===== src/rtl/serial_full_adder_seq_pkg.sv =====
// Shared types and sizing helpers for the bit-serial adder slice.
package serial_add_pkg;

  typedef enum logic [0:0] {
    IDLE = 1'b0,
    RUN  = 1'b1
  } state_e;

  localparam int WIDTH_DEFAULT = 8;
  localparam int CNT_W_DEFAULT = $clog2(WIDTH_DEFAULT);

  // Counter width that stays at least one bit for the smallest legal WIDTH.
  function automatic int cnt_width(input int w);
    return (w < 2) ? 1 : $clog2(w);
  endfunction

endpackage


===== src/rtl/serial_full_adder_seq_if.sv =====
// Operand/result bundle between a requester and the serial adder.
interface serial_full_adder_seq_if #(
  parameter int WIDTH = 8
);
  logic             en;
  logic             start;
  logic [WIDTH-1:0] A;
  logic [WIDTH-1:0] B;
  logic             carry_in;
  logic             busy;
  logic             done;
  logic [WIDTH-1:0] SUM;
  logic             carry_out;

  modport master (
    output en, start, A, B, carry_in,
    input  busy, done, SUM, carry_out
  );

  modport slave (
    input  en, start, A, B, carry_in,
    output busy, done, SUM, carry_out
  );
endinterface


===== src/rtl/serial_full_adder_seq_fa_cell.sv =====
// Single-bit full adder: the only arithmetic in the serial datapath.
module fa_cell (
  input  logic a,
  input  logic b,
  input  logic cin,
  output logic s,
  output logic cout
);

  assign s    = a ^ b ^ cin;
  assign cout = (a & b) | (cin & (a ^ b));

endmodule


===== src/rtl/serial_full_adder_seq.sv =====
// Bit-serial WIDTH-bit adder: one full-adder slice plus a carry flop, LSB first.
// Results are published only on the completion edge together with a done pulse.
module serial_full_adder_seq
  import serial_add_pkg::*;
#(
  parameter int WIDTH = 8
) (
  input logic                    clk,
  input logic                    rst_n,
  serial_full_adder_seq_if.slave bus
);

  localparam int               CNT_W = cnt_width(WIDTH);
  localparam logic [CNT_W-1:0] LAST  = CNT_W'(WIDTH - 1);

  state_e             state_r, state_n;
  logic [WIDTH-1:0]   a_r, a_n;
  logic [WIDTH-1:0]   b_r, b_n;
  logic [WIDTH-1:0]   psum_r, psum_n;
  logic [WIDTH-1:0]   sum_r, sum_n;
  logic [CNT_W-1:0]   cnt_r, cnt_n;
  logic               c_r, c_n;
  logic               cout_r, cout_n;
  logic               done_r, done_n;
  logic               busy_r, busy_n;
  logic               fa_s_s;
  logic               fa_cout_s;
  logic [WIDTH-1:0]   psum_shift_s;

  fa_cell u_fa (
    .a    (a_r[0]),
    .b    (b_r[0]),
    .cin  (c_r),
    .s    (fa_s_s),
    .cout (fa_cout_s)
  );

  // New sum bit enters at the MSB so that after WIDTH shifts bit 0 sits at the LSB.
  assign psum_shift_s = (psum_r >> 1) | {fa_s_s, {(WIDTH-1){1'b0}}};

  // Next-state and datapath update; en=0 leaves everything but done untouched.
  always_comb begin
    state_n = state_r;
    a_n     = a_r;
    b_n     = b_r;
    psum_n  = psum_r;
    sum_n   = sum_r;
    cnt_n   = cnt_r;
    c_n     = c_r;
    cout_n  = cout_r;
    done_n  = 1'b0;
    case (state_r)
      IDLE: begin
        if (bus.en && bus.start) begin
          state_n = RUN;
          a_n     = bus.A;
          b_n     = bus.B;
          c_n     = bus.carry_in;
          cnt_n   = {CNT_W{1'b0}};
        end else begin
          state_n = IDLE;
        end
      end
      RUN: begin
        if (bus.en) begin
          a_n    = a_r >> 1;
          b_n    = b_r >> 1;
          c_n    = fa_cout_s;
          psum_n = psum_shift_s;
          if (cnt_r == LAST) begin
            state_n = IDLE;
            sum_n   = psum_shift_s;
            cout_n  = fa_cout_s;
            done_n  = 1'b1;
            cnt_n   = {CNT_W{1'b0}};
          end else begin
            state_n = RUN;
            cnt_n   = cnt_r + CNT_W'(1);
          end
        end else begin
          state_n = RUN;
        end
      end
      default: begin
        state_n = IDLE;
      end
    endcase
    busy_n = (state_n == RUN);
  end

  // State, datapath and output registers.
  always_ff @(posedge clk or negedge rst_n) begin
    if (!rst_n) begin
      state_r <= IDLE;
      a_r     <= {WIDTH{1'b0}};
      b_r     <= {WIDTH{1'b0}};
      psum_r  <= {WIDTH{1'b0}};
      sum_r   <= {WIDTH{1'b0}};
      cnt_r   <= {CNT_W{1'b0}};
      c_r     <= 1'b0;
      cout_r  <= 1'b0;
      done_r  <= 1'b0;
      busy_r  <= 1'b0;
    end else begin
      state_r <= state_n;
      a_r     <= a_n;
      b_r     <= b_n;
      psum_r  <= psum_n;
      sum_r   <= sum_n;
      cnt_r   <= cnt_n;
      c_r     <= c_n;
      cout_r  <= cout_n;
      done_r  <= done_n;
      busy_r  <= busy_n;
    end
  end

  assign bus.busy      = busy_r;
  assign bus.done      = done_r;
  assign bus.SUM       = sum_r;
  assign bus.carry_out = cout_r;

endmodule


===== src/flat_wrapper.sv =====
// flat-port wrapper written by rule: the top's interface ports become plain ports
module serial_full_adder_seq_flat import serial_add_pkg::*;
#(
  parameter int WIDTH = 8
)
  (clk, rst_n, bus_en, bus_start, bus_A, bus_B, bus_carry_in, bus_busy, bus_done, bus_SUM, bus_carry_out);
  serial_full_adder_seq_if #(.WIDTH(WIDTH)) bus_i ();
  input logic clk;
  input logic rst_n;
  input wire logic [$bits(bus_i.en)-1:0] bus_en;
  input wire logic [$bits(bus_i.start)-1:0] bus_start;
  input wire logic [$bits(bus_i.A)-1:0] bus_A;
  input wire logic [$bits(bus_i.B)-1:0] bus_B;
  input wire logic [$bits(bus_i.carry_in)-1:0] bus_carry_in;
  output wire logic [$bits(bus_i.busy)-1:0] bus_busy;
  output wire logic [$bits(bus_i.done)-1:0] bus_done;
  output wire logic [$bits(bus_i.SUM)-1:0] bus_SUM;
  output wire logic [$bits(bus_i.carry_out)-1:0] bus_carry_out;
  assign bus_i.en = bus_en;
  assign bus_i.start = bus_start;
  assign bus_i.A = bus_A;
  assign bus_i.B = bus_B;
  assign bus_i.carry_in = bus_carry_in;
  assign bus_busy = bus_i.busy;
  assign bus_done = bus_i.done;
  assign bus_SUM = bus_i.SUM;
  assign bus_carry_out = bus_i.carry_out;
  serial_full_adder_seq #(.WIDTH(WIDTH)) u_core (.clk(clk), .rst_n(rst_n), .bus(bus_i));
endmodule

===== config.mk =====
export PLATFORM = sky130hd
export DESIGN_NAME = serial_full_adder_seq_flat
export DESIGN_NICKNAME = d
export VERILOG_FILES = /design/src/rtl/serial_full_adder_seq_pkg.sv /design/src/rtl/serial_full_adder_seq_if.sv /design/src/rtl/serial_full_adder_seq_fa_cell.sv /design/src/rtl/serial_full_adder_seq.sv /design/src/flat_wrapper.sv
export SDC_FILE = /design/constraint.sdc
export NUM_CORES = 1
export LEC_CHECK = 0
export CAP_MARGIN = 20
export CORE_ASPECT_RATIO = 0.9
export CORE_MARGIN = 4
export CORE_UTILIZATION = 39
export CTS_CLUSTER_DIAMETER = 150
export DETAILED_ROUTE_END_ITERATION = 6
export SYNTH_ARGS = -nofsm -noshare
export SYNTH_HDL_FRONTEND = slang
export SYNTH_HIERARCHICAL = 1
export SYNTH_SLANG_ARGS = --single-unit
export TNS_END_PERCENT = 10

===== constraint.sdc =====
create_clock -name clk -period 3.98 [get_ports clk]
set_input_delay 0.796 -clock clk [delete_from_list [all_inputs] [get_ports clk]]
set_output_delay 0.796 -clock clk [all_outputs]
set_load 0.05 [all_outputs]

* Word level (Yosys, flattened, before mapping)
Index checks and enable logic that the tools add are counted.
Storage, ports and cells: word-level logic and storage cells 44, input bits 21, register bits after elaboration 39
Cells by class: bitwise logic cells 7, reductions and logical operators 4, equal/unequal tests 3, muxes and demuxes 20, add/subtract/negate cells 1
Operators with widths (count):
- 2-to-1 mux 8 bit | 4
- case mux 8 bit (2 select lines) | 2
- 2-to-1 mux 3 bit | 3
- 2-to-1 mux 1 bit | 8
- bitwise OR 7 x 8 -> 8 bit | 1
- case mux 3 bit (2 select lines) | 1
- case mux 1 bit (2 select lines) | 2
- AND reduction 2 bit | 2
- adder 3 x 1 -> 3 bit (second input constant) | 1
- == test 3 bit (second input constant) | 1
- AND reduction 3 bit | 1
- bitwise AND 1 bit | 2
- != test 2 x 1 -> 1 bit (second input constant) | 1
- != test 2 bit (second input constant) | 1
- bitwise XOR 1 bit | 2
- logical AND 1 bit | 1
- NOT 1 bit | 1
- bitwise OR 1 bit | 1

* Longest topological paths before layout
Gate-level depths: netlist (run 1).
word-level depth 5, depth in mapped cells 5, depth with buffers taken out 4

* Hierarchy
The synthesis (run 1) kept the hierarchy.
By module, submodules not included:
- serial_full_adder_seq | cells each 143, area each 1629.1 um^2, seq. area each 950.9 um^2, times used 1
- fa_cell | cells each 1, area each 20.0 um^2, seq. area each 0.0 um^2, times used 1

* Worst setup path before layout (run 1)
Ideal clock, no wire load.
kind input -> register, start point input port bus_en, end point register u_core.sum_r[1] (netlist: u_core/bus.SUM[1]), data arrival time 1.405 ns, path buffers 1, library setup time 0.128 ns, required time 3.852 ns, slack 2.447 ns, stages 3, cells stage by stage nand3_1 > buf_2 > mux2_1
On the way: cells in the longest elaborated chain, start to end 1
RTL lines:
- start, declared | RTL line flat_wrapper.sv:10 | input wire logic [$bits(bus_i.en)-1:0] bus_en;
- AND reduction 3 bit (no line)
- end signal, assigned | RTL line serial_full_adder_seq.sv:98 | sum_r <= {WIDTH{1'b0}};
- end signal, assigned | RTL line serial_full_adder_seq.sv:109 | sum_r <= sum_n;
- end, declared | RTL line serial_full_adder_seq.sv:20 | logic [WIDTH-1:0] sum_r, sum_n;
No other way between the ends. A chain may end at the register's enable or synchronous reset.

* Worst setup path after layout (run 1)
start point input port bus_en, end point register u_core.a_r[0]
On the way: cells in the longest elaborated chain, start to end 3, elaborated cells on any way between the ends 4, those cells by class eq/ne (2); reduce/logical (2)
RTL lines:
- logical AND 1 bit | RTL line serial_full_adder_seq.sv:54 | if (bus.en && bus.start) begin
- != test 2 x 1 -> 1 bit (no line)
- AND reduction 2 bit (no line) (*)
- end signal, assigned | RTL line serial_full_adder_seq.sv:95 | a_r <= {WIDTH{1'b0}};
- end signal, assigned | RTL line serial_full_adder_seq.sv:106 | a_r <= a_n;
- end, declared | RTL line serial_full_adder_seq.sv:17 | logic [WIDTH-1:0] a_r, a_n;
Every way passes the cells marked *; elsewhere a longest branch is shown, timed or not.

==> impl_metrics.tcl, run 1 <==
set metrics [dict create \
    startpoint "bus_en" \
    dieHeight_um 69.7 \
    final-setup-viol-count 0 \
    fillCellCount 340 \
    initial_utilization_pct 40.5 \
    cts_resized 0 \
    synth_edf_count 0 \
    finalHoldViolCount 0 \
    powerDensity_nw_per_um2 767 \
    detail-route-antenna-nets 0 \
    antenna_found_initial 0 \
    postCtsHoldBufs 0 \
    skew_ns 0.00830 \
    nets 197 \
    synth.avg_cell_area_sq_um 11.5 \
    leakagePower_nw 0.828 \
    period_minus_slack_ns 2.43 \
    drv_slew 0 \
    grt_pass1_vias 1254 \
    grt_max_degree 39 \
    post_cts_buffers 0 \
    synth_cell_types 24 \
    r2r_start "u_core/bus.busy$_DFF_PN0_" \
    dr.first_iter.drc_count 86 \
    htreeDepth 2 \
    hp-start "u_core/cnt_r[2]$_DFFE_PN0P_" \
    grt_overflow 0 \
    finalWeightedCongestion 0.767 \
    vias_per_cell 5.64 \
    layout-drive-gt1-share_pct 11.6 \
    clockRootBuffer "clkbuf_8" \
    r2r_setup_slack_ns 2.22 \
    yosys_most_used_dff "dfrtp_1" \
    track_usage_pct 13.8 \
    yosysSeqAreaShare_pct 57.7 \
    critPathLaunchType "input pin" \
    hold_class "register to register" \
    fp.dieW_um 76.5 \
    cp_max_fo 15 \
    ys_seq_elements 38 \
    syn_inst 144 \
    insertion_delay_ns 0.28 \
    cts_buffer_depth 2 \
    cts-buffers-inserted 5 \
    cp.arrival_ns 2.58 \
    rsz0062_at_grt "false" \
    vdd_drop_max_v 0.000375 \
    dr.pass1.iters 5 \
    clock_sinks 38 \
    routed_wl_um 3510 \
    drc_errors 0 \
    max_freq_ghz 0.411 \
    tritoncts "done" \
    ys.warnings.count 6 \
    async_reset_ff_share_pct 100 \
    portBuffers 31 \
    finalSetupTns_ns 0 \
    core_area_sq_um 4070 \
    rows 22 \
    clk_pin_slew_ns 0.07 \
    status "complete, no violations" \
    syn_area_sq_um 1650 \
    worst_pin_slew_ns 0.823 \
    maxCapViolCount 0 \
    maxSlewHeadroom_pct 45.1 \
    syn_to_final_growth_pct 26.7 \
    required_ns 4.13 \
    post-dp-hpwl_um 2280 \
    syn_nets 168 \
    final_core_util_pct 51.3 \
    ios 32 \
    min_period_over_period_pct 61.1 \
    vias 1246 \
    die_area_sq_um 5330 \
    routedWlPerCell_um 15.9 \
    grt_first_pass_wirelength_um 5970 \
    n_antenna_cell 0 \
    path_class "input pin to register" \
    cp-end-kind "register" \
]
## cell type report
type                            count  area, sq um  area share [%]
Clock buffer                        6         82.6            3.95
Clock inverter                      1         30.0            1.44
Timing Repair Buffer               33          320            15.3
Sequential cell                    38          951            45.5
Multi-Input combinational cell     93          638            30.5
Inverter                            2         7.51           0.359
Tap cell                           48         60.1            2.87
## worst paths after layout
kind                                                  to  depth (start not counted)
setup / recovery               u_core/a_r[0]$_DFFE_PN0P_                          5
hold / removal               u_core/cnt_r[2]$_DFFE_PN0P_                          1
setup reg to reg           u_core/bus.SUM[4]$_DFFE_PN0P_                          3
hold reg to reg              u_core/cnt_r[2]$_DFFE_PN0P_                          1
max in group asynchronous      u_core/a_r[0]$_DFFE_PN0P_                          1
min in group asynchronous      u_core/b_r[3]$_DFFE_PN0P_                          1
## flip-flops by register name (all words and copies together) (netlist names)
signal / count
u_core/a_r: 8
u_core/b_r: 8
u_core/bus.SUM: 8
u_core/psum_r: 7
u_core/cnt_r: 3
u_core/bus.busy: 1
u_core/bus.carry_out: 1
u_core/bus.done: 1
u_core/c_r: 1
## synthesized netlist by cell type, types with 2 or more instances
cell,n,share of area (%)
a32o_1,2,1.2
buf_2,6,1.8
clkbuf_1,4,0.91
dfrtp_1,38,58
ha_1,2,1.5
inv_1,2,0.46
mux2_1,8,5.5
mux2_2,8,5.5
nand2_1,4,0.91
nor2_1,6,1.4
nor3_1,31,9.4
o21ai_0,5,1.5
o22ai_1,14,5.3
o32ai_1,4,2.1
## metrics by stage
step	std cells	power [mW]	instance area (sq um)	hold slack (ns)	setup slack [ns]
after CTS	221	1.62	2090	0.507	1.64
after detailed placement	214	1.28	1980	0.486	1.35
final	221	1.60	2090	0.502	1.55
after global placement	214	1.26	1980	0.478	1.41
after global routing	221	1.69	2090	0.518	1.47
after floorplan	144	1.08	1650	0.461	2.45
## worst max-delay path, cell delays in order
cell and delay, ns:
clkdlybuf4s50_1 0.67, buf_4 0.27, nand2_1 0.32, o32ai_1 0.43, nor2_1 0.10
## cells in the final DEF (no fill, tap or decap), drive strengths merged, types with 2 or more instances in the layout
cell,n
ha,2
buf,3
clkdlybuf4s50,30
a32o,2
clkbuf,6
nor2,6
mux2,16
o32ai,4
inv,2
dfrtp,38
nand2,5
nor3,31
o22ai,14
o21ai,5
## cell families after synthesis
logic type,Yosys count,share of synthesized area (%)
and+or+nand+nor,46,13.7
AOI/OAI and AO/OA,28,11.4
muxes,16,10.9
DFF,38,57.7
adders and majority gates,3,2.73
buffers and inverters,13,3.64
## metal layers
| layer | part of all wire, % | GRT usage, % |
|---|---|---|
| met5 | 0 | 0 |
| met4 | 1.4 | 3.42 |
| met3 | 6.2 | 5.45 |
| met2 | 47 | 21.8 |
| met1 | 46 | 17.8 |
## report_power, final
part | leakage, nW | switching (mW) | internal, mW
logic | 0.328 | 0.352 | 0.251
clock network | 0.0573 | 0.127 | 0.200
registers | 0.443 | 0.117 | 0.554
total | 0.828 | 0.596 | 1.01
No activity file was read; power rests on OpenSTA's default activity.
==> run 2, diff against run 1 <==
==> constraint.sdc (replaced) <==
create_clock -name clk -period 2.5 [get_ports clk]
set_input_delay 0.5 -clock clk [delete_from_list [all_inputs] [get_ports clk]]
set_output_delay 0.5 -clock clk [all_outputs]
set_load 0.05 [all_outputs]
==> run 2 against run 1 <==
Net effect:
- power up 54%
- wire length up 0.31%
- worst hold slack worse by 0.20 ns
- critical endpoint is now bus_SUM[1]
==> impl_metrics.tcl, run 2 (same netlist as run 1, synthesis figures left out) <==
set metrics [dict create \
    status "complete, no violations" \
    finalWeightedCongestion 0.704 \
    leakagePower_nw 0.822 \
    post-dp-hpwl_um 2350 \
    cp_top_family "buffers and inverters" \
    antenna_found_initial 0 \
    finalHoldViolCount 0 \
    path_class "register to output port" \
    cp-end-kind "output port" \
    r2r_setup_slack_ns 0.64 \
    cts_buffer_depth 2 \
    dr.max_layer_used "met4" \
    max_freq_ghz 0.511 \
    final-setup-viol-count 0 \
    grt_first_pass_wirelength_um 6070 \
    maxCapViolCount 0 \
    initial_utilization_pct 40.5 \
    dp.cells 215 \
    grt_pass1_vias 1296 \
    fillCellCount 379 \
    dr.pass1.iters 4 \
    p_sw_mw 0.957 \
    insertion_delay_ns 0.29 \
    comb_power_share_pct 37.9 \
    detail-route-antenna-nets 0 \
    cp.arrival_ns 1.46 \
    required_ns 2.00 \
    nets 198 \
    post_cts_buffers 0 \
    clock_sinks 38 \
    cp_max_fo 2 \
    fp.dieW_um 76.5 \
    skew_ns 0.00197 \
    powerDensity_nw_per_um2 1180 \
    rows 22 \
    routed_wl_um 3520 \
    htreeDepth 2 \
    ios 32 \
    period_minus_slack_ns 1.96 \
    clk_pin_slew_ns 0.07 \
    slowest_stage "clkdlybuf4s50_1" \
    drt-met1-wl_um 1650 \
    vias 1233 \
    mostFrequentLayoutCell "dfrtp_1" \
    final_cell_mix "dfrtp_1, nor3_1, clkdlybuf4s50_1, o22ai_1" \
    layout-drive-gt1-share_pct 13.1 \
    clkPwrFrac_pct 17.7 \
    grt_overflow 0 \
    syn_to_final_growth_pct 25.9 \
    finalSetupTns_ns 0 \
    cts_resized 0 \
    min_period_over_period_pct 78.3 \
    dieHeight_um 69.7 \
    portBuffers 31 \
    hold_class "input pin to asynchronous set/reset pin" \
    crit_chain "clkdlybuf4s50_1" \
    track_usage_pct 14.2 \
    drv_slew 0 \
    max_stage_delay_ns 0.81 \
    p_int_mw 1.50 \
    n_antenna_cell 0 \
    maxSlewHeadroom_pct 44.3 \
    clockRootBuffer "clkbuf_8" \
    rsz0062_at_grt "false" \
    cts-buffers-inserted 5 \
    vdd_drop_max_v 0.000722 \
    worst_pin_slew_ns 0.835 \
    seqPwrFrac_pct 44.5 \
    vias_per_cell 5.53 \
    die_area_sq_um 5330 \
    wl_met2_um 1640 \
    routedWlPerCell_um 15.8 \
    critPathLaunchType "register" \
    p_sw_share_pct 38.9 \
    tritoncts "done" \
    critical_path_buf_inv_count 1 \
    drc_errors 0 \
    dr.first_iter.drc_count 58 \
    grt_max_degree 39 \
    core_area_sq_um 4070 \
    stdcell_count 223 \
    wl_met3_um 206 \
    postCtsHoldBufs 0 \
]
-- run 2: cell type report --
class	count	area (sq um)	area share [%]
flip-flops and latches	38	951	45.8
multi-input cells	93	638	30.7
repair buffers	34	325	15.7
clock buffers	6	82.6	3.98
well taps	48	60.1	2.89
clock inverters	2	12.5	0.602
inverters	2	7.51	0.361
-- run 2: final timing paths --
path                                                     from                             to  cells after the start
worst max-delay path            u_core/bus.SUM[1]$_DFFE_PN0P_                     bus_SUM[1]                      1
worst min-delay path                                    rst_n      u_core/b_r[4]$_DFFE_PN0P_                      1
worst max register to register      u_core/bus.busy$_DFF_PN0_  u_core/bus.SUM[1]$_DFFE_PN0P_                      2
worst min register to register  u_core/bus.SUM[3]$_DFFE_PN0P_  u_core/bus.SUM[3]$_DFFE_PN0P_                      1
max in group asynchronous                               rst_n      u_core/a_r[2]$_DFFE_PN0P_                      1
min in group clk                u_core/bus.SUM[3]$_DFFE_PN0P_  u_core/bus.SUM[3]$_DFFE_PN0P_                      1
-- run 2: metrics by stage --
step | setup WS, ns | hold slack [ns] | utilization, % | area (sq um) | power [mW]
after global placement | 0.419 | 0.478 | 48.6 | 1980 | 2.01
final | 0.541 | 0.303 | 51.0 | 2080 | 2.46
after global routing | 0.437 | 0.380 | 51.0 | 2080 | 2.63
after detailed placement | 0.400 | 0.485 | 48.6 | 1980 | 2.04
after CTS | 0.513 | 0.334 | 51.0 | 2080 | 2.49
after floorplan | 0.970 | 0.204 | - | 1650 | 1.72
-- run 2: power by group through the flow --
stage	clock, mW	sequential (mW)	combinational (mW)
finish	0.434	1.09	0.931
global route	0.477	1.14	1.01
CTS	0.452	1.10	0.945
detailed placement	0	1.10	0.939
global placement	0	1.09	0.915
floorplan	0	1.30	0.417
-- run 2: routing by layer --
metal	track usage, %	vias up
met1	18.5	605
met5	0	-
li1	-	590
met2	21.8	33
met3	5.84	5
met4	4.23	0
